--- src/rtl/cmd_pkg.sv ---
// Shared constants for the ASCII command decoder: character codes, FSM
// state encoding, pulse bit indices and small byte-classification helpers.
package cmd_pkg;

   localparam logic [7:0] ASC_G  = 8'h47;
   localparam logic [7:0] ASC_C  = 8'h43;
   localparam logic [7:0] ASC_U  = 8'h55;
   localparam logic [7:0] ASC_D  = 8'h44;
   localparam logic [7:0] ASC_T  = 8'h54;
   localparam logic [7:0] ASC_R  = 8'h52;
   localparam logic [7:0] ASC_S  = 8'h53;
   localparam logic [7:0] ASC_CR = 8'h0D;
   localparam logic [7:0] ASC_LF = 8'h0A;
   localparam logic [7:0] ASC_SP = 8'h20;
   localparam logic [7:0] ASC_0  = 8'h30;
   localparam logic [7:0] ASC_9  = 8'h39;

   typedef enum logic [1:0] {
      ST_IDLE  = 2'd0,
      ST_ARG   = 2'd1,
      ST_TOG   = 2'd2,
      ST_BURST = 2'd3
   } state_t;

   localparam logic [1:0] PIDX_GO  = 2'd0;
   localparam logic [1:0] PIDX_CLR = 2'd1;
   localparam logic [1:0] PIDX_UP  = 2'd2;
   localparam logic [1:0] PIDX_DN  = 2'd3;

   function automatic logic [7:0] to_upper(input logic [7:0] b);
      if (b >= 8'h61 && b <= 8'h7A) return b - 8'h20;
      return b;
   endfunction

   function automatic logic is_digit(input logic [7:0] b);
      return (b >= ASC_0) && (b <= ASC_9);
   endfunction

endpackage

--- src/rtl/cmd_decoder_if.sv ---
// Receive-side byte strobe bundle feeding the command decoder.
interface cmd_decoder_if;
   logic [7:0] rx_data;
   logic       rx_done;

   modport master (output rx_data, output rx_done);
   modport slave  (input  rx_data, input  rx_done);
endinterface

--- src/rtl/pulse_burst.sv ---
// Emits `count` single-cycle pulses on bit `idx`, GAP cycles apart; the first
// pulse appears on the edge after `start` is sampled.
module pulse_burst #(
   parameter int GAP = 4
) (
   input  logic       clk,
   input  logic       rst,
   input  logic       start,
   input  logic [1:0] idx,
   input  logic [3:0] count,
   input  logic       abort,
   output logic [3:0] pulse_o,
   output logic       done
);

   localparam int GW = (GAP < 1) ? 1 : $clog2(GAP + 1);

   logic          active_q, active_d;
   logic [1:0]    idx_q, idx_d;
   logic [3:0]    rem_q, rem_d;
   logic [GW-1:0] gap_q, gap_d;
   logic [3:0]    pulse_q, pulse_d;

   always_comb begin
      active_d = active_q;
      idx_d    = idx_q;
      rem_d    = rem_q;
      gap_d    = gap_q;
      pulse_d  = 4'b0000;
      if (abort) begin
         active_d = 1'b0;
         rem_d    = 4'd0;
         gap_d    = '0;
      end else if (start) begin
         active_d = 1'b1;
         idx_d    = idx;
         rem_d    = count;
         gap_d    = '0;
      end else if (active_q) begin
         // rem_q reaching zero means the last pulse is on the wire this cycle
         if (rem_q == 4'd0) begin
            active_d = 1'b0;
         end else if (gap_q == '0) begin
            pulse_d = 4'b0001 << idx_q;
            rem_d   = rem_q - 4'd1;
            gap_d   = GW'(GAP - 1);
         end else begin
            gap_d = gap_q - 1'b1;
         end
      end
   end

   always_ff @(posedge clk or posedge rst) begin
      if (rst) begin
         active_q <= 1'b0;
         idx_q    <= 2'd0;
         rem_q    <= 4'd0;
         gap_q    <= '0;
         pulse_q  <= 4'b0000;
      end else begin
         active_q <= active_d;
         idx_q    <= idx_d;
         rem_q    <= rem_d;
         gap_q    <= gap_d;
         pulse_q  <= pulse_d;
      end
   end

   assign pulse_o = pulse_q;
   assign done    = active_q && (rem_q == 4'd0);

endmodule

--- src/rtl/cmd_decoder.sv ---
// ASCII command decoder: parses G/C/U/D bursts, T<d> toggles and R reset,
// with an idle timeout that auto-completes pending pulse commands.
module cmd_decoder
   import cmd_pkg::*;
#(
   parameter int NUM_TOGGLE = 5,
   parameter int GAP        = 4,
   parameter int TIMEOUT    = 100000
) (
   input  logic                  clk,
   input  logic                  rst,
   cmd_decoder_if.slave          rx,
   output logic [3:0]            pulse_o,
   output logic [NUM_TOGGLE-1:0] toggle_o,
   output logic                  busy_o,
   output logic                  err_o
);

   localparam int TW = $clog2(TIMEOUT + 1);
   localparam logic [NUM_TOGGLE-1:0] TOG_ONE = 1;

   state_t                state_q, state_d;
   logic [1:0]            idx_q, idx_d;
   logic [TW-1:0]         tmo_q, tmo_d;
   logic [NUM_TOGGLE-1:0] tog_q, tog_d;
   logic                  err_q, err_d;
   logic                  busy_q, busy_d;

   logic [7:0] ch;
   logic [3:0] dig;
   logic       tmo_hit;
   logic       start, abort, burst_done;
   logic [3:0] start_cnt;

   always_comb begin
      state_d   = state_q;
      idx_d     = idx_q;
      tmo_d     = '0;
      tog_d     = tog_q;
      err_d     = 1'b0;
      start     = 1'b0;
      start_cnt = 4'd1;
      abort     = 1'b0;
      ch        = to_upper(rx.rx_data);
      dig       = ch[3:0];
      tmo_hit   = (tmo_q == TW'(TIMEOUT - 1));

      case (state_q)
         ST_IDLE: begin
            if (rx.rx_done) begin
               case (ch)
                  ASC_G: begin state_d = ST_ARG; idx_d = PIDX_GO;  end
                  ASC_C: begin state_d = ST_ARG; idx_d = PIDX_CLR; end
                  ASC_U: begin state_d = ST_ARG; idx_d = PIDX_UP;  end
                  ASC_D: begin state_d = ST_ARG; idx_d = PIDX_DN;  end
                  ASC_T: state_d = ST_TOG;
                  ASC_R: tog_d = '0;
                  ASC_CR, ASC_LF, ASC_SP: ;
                  default: err_d = 1'b1;
               endcase
            end
         end
         ST_ARG: begin
            if (rx.rx_done) begin
               if (is_digit(ch) && ch != ASC_0) begin
                  state_d   = ST_BURST;
                  start     = 1'b1;
                  start_cnt = dig;
               end else if (ch == ASC_CR || ch == ASC_LF) begin
                  state_d = ST_BURST;
                  start   = 1'b1;
               end else begin
                  err_d   = 1'b1;
                  state_d = ST_IDLE;
               end
            end else if (tmo_hit) begin
               state_d = ST_BURST;
               start   = 1'b1;
            end else begin
               tmo_d = tmo_q + 1'b1;
            end
         end
         ST_TOG: begin
            if (rx.rx_done) begin
               state_d = ST_IDLE;
               if (is_digit(ch) && int'(dig) < NUM_TOGGLE) tog_d = tog_q ^ (TOG_ONE << dig);
               else err_d = 1'b1;
            end else if (tmo_hit) begin
               err_d   = 1'b1;
               state_d = ST_IDLE;
            end else begin
               tmo_d = tmo_q + 1'b1;
            end
         end
         ST_BURST: begin
            // a stray byte landing on the final edge is still rejected
            if (rx.rx_done && ch == ASC_S) begin
               abort   = 1'b1;
               state_d = ST_IDLE;
            end else begin
               if (rx.rx_done) err_d = 1'b1;
               if (burst_done) state_d = ST_IDLE;
            end
         end
         default: state_d = ST_IDLE;
      endcase

      busy_d = (state_d != ST_IDLE);
   end

   always_ff @(posedge clk or posedge rst) begin
      if (rst) begin
         state_q <= ST_IDLE;
         idx_q   <= 2'd0;
         tmo_q   <= '0;
         tog_q   <= '0;
         err_q   <= 1'b0;
         busy_q  <= 1'b0;
      end else begin
         state_q <= state_d;
         idx_q   <= idx_d;
         tmo_q   <= tmo_d;
         tog_q   <= tog_d;
         err_q   <= err_d;
         busy_q  <= busy_d;
      end
   end

   pulse_burst #(.GAP(GAP)) u_burst (
      .clk     (clk),
      .rst     (rst),
      .start   (start),
      .idx     (idx_q),
      .count   (start_cnt),
      .abort   (abort),
      .pulse_o (pulse_o),
      .done    (burst_done)
   );

   assign toggle_o = tog_q;
   assign busy_o   = busy_q;
   assign err_o    = err_q;

endmodule

--- src/flat_wrapper.sv ---
// flat-port wrapper written by rule: the top's interface ports become plain ports
module cmd_decoder_flat import cmd_pkg::*;
#(
   parameter int NUM_TOGGLE = 5,
   parameter int GAP        = 4,
   parameter int TIMEOUT    = 100000
)
  (clk, rst, pulse_o, toggle_o, busy_o, err_o, rx_rx_data, rx_rx_done);
  cmd_decoder_if rx_i ();
  input  logic clk;
  input  logic rst;
  output logic [3:0] pulse_o;
  output logic [NUM_TOGGLE-1:0] toggle_o;
  output logic busy_o;
  output logic err_o;
  input wire logic [$bits(rx_i.rx_data)-1:0] rx_rx_data;
  input wire logic [$bits(rx_i.rx_done)-1:0] rx_rx_done;
  assign rx_i.rx_data = rx_rx_data;
  assign rx_i.rx_done = rx_rx_done;
  cmd_decoder #(.NUM_TOGGLE(NUM_TOGGLE), .GAP(GAP), .TIMEOUT(TIMEOUT)) u_core (.clk(clk), .rst(rst), .rx(rx_i), .pulse_o(pulse_o), .toggle_o(toggle_o), .busy_o(busy_o), .err_o(err_o));
endmodule
--- config.mk ---
export PLATFORM = sky130hd
export DESIGN_NAME = cmd_decoder_flat
export DESIGN_NICKNAME = d
export VERILOG_FILES = /design/src/rtl/cmd_pkg.sv /design/src/rtl/cmd_decoder_if.sv /design/src/rtl/pulse_burst.sv /design/src/rtl/cmd_decoder.sv /design/src/flat_wrapper.sv
export SDC_FILE = /design/constraint.sdc
export NUM_CORES = 1
export LEC_CHECK = 0
export ABC_AREA = 1
export CAP_MARGIN = 20
export CORE_ASPECT_RATIO = 0.7
export CORE_MARGIN = 3
export CORE_UTILIZATION = 40
export DETAILED_ROUTE_END_ITERATION = 6
export PLACE_DENSITY = 0.64
export REMOVE_ABC_BUFFERS = 1
export SYNTH_ARGS = -nofsm -noshare
export SYNTH_HDL_FRONTEND = slang
export SYNTH_SLANG_ARGS = --single-unit
export TNS_END_PERCENT = 100
--- constraint.sdc ---
create_clock -name clk -period 4.26 [get_ports clk]
set_input_delay 0.639 -clock clk [delete_from_list [all_inputs] [get_ports clk]]
set_output_delay 0.639 -clock clk [all_outputs]
set_load 0.1 [all_outputs]
==> impl_metrics.yaml <==
timing:
  setup-violations-final: 0
  slew_headroom_pct: 34.1
  drv_slew: 0
  period_needed_ps: 2630
  hold_viol: 0
  rsz0062_at_grt: "false"
  fin_ws_ps: 1630
  post-route-period-util_pct: 61.7
  fin_skew_ps: 9.17
  fmax_mhz: 380
  worst_slew_pin_slew_ps: 985
  tns_ps: 0
run:
  drv_cap: 0
die:
  placementRows: 24
  die_h_um: 75.8
  dieArea_mm2: 0.00800
  start_util_pct: 42.9
  core_area_mm2: 0.00649
  io_pins: 22
  die_w_um: 106
cts:
  root_buffer: "clkbuf_8"
  cts_setup_buffers: 0
  ctsHtreeMaxLevel: 2
  clk_latency_ps: 290
  clockBufferDepth: 2
  cts_tree: "built"
  cts_resized: 0
  clk_pin_slew_ps: 90
  cts_hold_buf: 0
  cts.sinks: 42
  cts_buffers: 5
grt:
  grt_pass1_wl_um: 10300
  grt_usage_pct: 15.9
  grt_pass1_vias: 2254
  grt_antenna_before_repair: 0
  grt_max_degree: 27
  overflow: 0
synthesis:
  synth.most_common_cell: "nand2_1"
  synthArstFlopShare_pct: 100
  yosysWarnings: 0
  synth-seq-cells: 42
  netlist_top_cells_area: "dfrtp_1 38%, nand2_1 12%, inv_1 8.0%"
  ys_types: 32
  ys_seq_area_share_pct: 37.8
  syn_inst: 383
  synth_edf_count: 0
  synth-main-ff-cell: "dfrtp_1"
  synth_top_area_cell: "dfrtp_1"
  syn-cell-area_mm2: 0.00278
  ys_top_cells_by_count: "87 x nand2_1, 59 x inv_1, 42 x dfrtp_1"
  syn_area_per_cell_um2: 7.26
  synth_top_area_share_pct: 37.8
power:
  power.total_uw: 1620
  leakage_uw: 0.00151
  ir_drop_uv: 234
  power.density_mw_per_mm2: 508
setup_path:
  crit_required_ps: 4500
  start_kind: "input pin"
  path_buf_inv: 2
  critPathKind: "in -> reg"
  cp_slowest_cell: "clkdlybuf4s50_1"
  reg2reg_from: "u_core.tmo_q[0]"
  crit_family: "simple AND/OR/NAND/NOR gates"
  crit_path_end_kind: "register"
  critPathMaxStageDelay_ps: 540
  worstPathMaxFanout: 13
  cp_data_arrival_time_ps: 2870
  critical_path.cell_chain: "clkdlybuf4s50_1 > nor2_2 > nand3_2 > nand2_2 > inv_2 > nand3_1 > nand2_2 > nor2_4 > nand2_2 > nor2_4 > nand3_2 > o211ai_2 > nand3_1 > nand2_1"
  reg2regPathDepth: 12
  r2r_end: "u_core.tmo_q[16]"
  critPathMostFrequentCell: "nand2_2"
  r2r_slack_ps: 2010
hold_path:
  min_to: "u_core.u_burst.pulse_o[0]"
  hp-class: "reg -> reg"
  whs_path_depth: 1
  worstHoldStart: "u_core.u_burst.idx_q[0]"
place:
  placement.cell_area_mm2: 0.00308
  portBuffers: 21
  pre_cts_ws_ps: 1320
  placed_cells: 491
  gp_congestion: 0.840
  dp_hpwl_um: 4500
layout:
  n_fill_cell: 659
  layout.nets: 430
  ff_latch_area_mm2: 0.00105
  area_delta_synth_final_pct: 14.8
  diodes: 0
  multi_input_comb_area_mm2: 0.00147
  final_layout_size_suffix_gt1_share_pct: 8.56
  final_area_mm2: 0.00319
  fin_cells: 500
routing:
  first_pass_iters: 4
  routed_wl_um: 5840
  vias: 2453
  detail-route-antenna-nets: 0
  drcViolationCount: 0
  avgViaCountPerCell: 4.91
  wl_per_cell_um: 11.7
  drt-initial-drc-count: 143
run_status:
  status: "finished clean"
## kinds of logic after synthesis
kind of cell               after synthesis  share of synthesized area (%)
AOI/OAI and AO/OA                       43                           8.73
and+or+nand+nor                        207                           34.6
adders and majority gates               11                           4.95
DFF                                     42                           37.8
xor gates and xnor gates                14                           4.41
buffers and inverters                   66                           9.50
## state kept, by name (all words and copies together) (netlist names)
signal and count:
u_core.u_burst.pulse_o 4, u_core.err_o 1, u_core.u_burst.rem_q 4, u_core.busy_o 1, u_core.u_burst.active_q 1, u_core.tmo_q 17
u_core.idx_q 2, u_core.u_burst.gap_q 3, u_core.state_q 2, u_core.u_burst.idx_q 2, u_core.toggle_o 5
## routing by layer
metal  track usage [%]  up-vias  wire, um
li1                  -     1281         -
met1              24.0     1101      3160
met2              23.7       66      2290
met3              3.22        5       357
met4              3.45        0        37
met5                 0        -         0
## through the flow
stage	hold slack (ps)	utilization [%]
after CTS	461	48.8
after floorplan	433	-
after global placement	454	47.4
after detailed placement	460	47.4
final	457	49.2
after global routing	487	49.2
## worst reg2reg max path: stages (launching register included)
cell	delay [ps]
dfrtp_1	370
ha_1	170
nand2_1	100
nor3_1	300
nand4_1	200
nor2_1	130
nand2_1	100
nor2_1	140
nand2_1	100
nor3_1	310
nand3_1	110
nand2_1	80
nor2_1	40
## layout by cell type, fill, tap and decap left out, drive strengths merged, types with 2 or more instances in the layout
| master | instances |
|---|---|
| nor4 | 3 |
| dfrtp | 42 |
| o21ai | 22 |
| a21oi | 13 |
| ha | 11 |
| xor2 | 8 |
| clkdlybuf4s50 | 21 |
| nor3b | 2 |
| inv | 62 |
| nand3 | 34 |
| clkbuf | 5 |
| nor3 | 9 |
| or2 | 6 |
| xnor2 | 6 |
| nor2 | 47 |
| buf | 2 |
| o2111ai | 4 |
| nand4 | 12 |
| nand2 | 93 |
| clkinv | 2 |
## how the worst max path moves through the flow
stage / from / endpoint / slack, ps / cells after the start
floorplan: rx_rx_data[3] / u_core.u_burst.rem_q[1] / 2200 / 13
global placement: rx_rx_data[3] / u_core.u_burst.rem_q[3] / 1380 / 14
detailed placement: rx_rx_data[2] / u_core.u_burst.rem_q[3] / 1320 / 14
CTS: rx_rx_data[2] / u_core.u_burst.rem_q[2] / 1630 / 14
global route: rx_rx_data[2] / u_core.u_burst.rem_q[2] / 1360 / 14
finish: rx_rx_data[2] / u_core.u_burst.rem_q[1] / 1630 / 14
## layout make-up
class	instances	share of cell area (%)
clock buffer	5	2.16
sequential	42	32.9
multi-input combinational	275	45.9
clock inverter	3	0.588
inverter	61	7.17
timing repair buffer	23	7.68
tap	91	3.57
## power by group
| part | switching [uW] | internal, uW | leakage (uW) | total (uW) |
|---|---|---|---|---|
| logic | 548 | 247 | 0.000911 | 796 |
| registers | 72.6 | 489 | 0.000553 | 562 |
| clock network | 147 | 116 | 0.0000483 | 263 |
(Power assumes the default switching activity.)
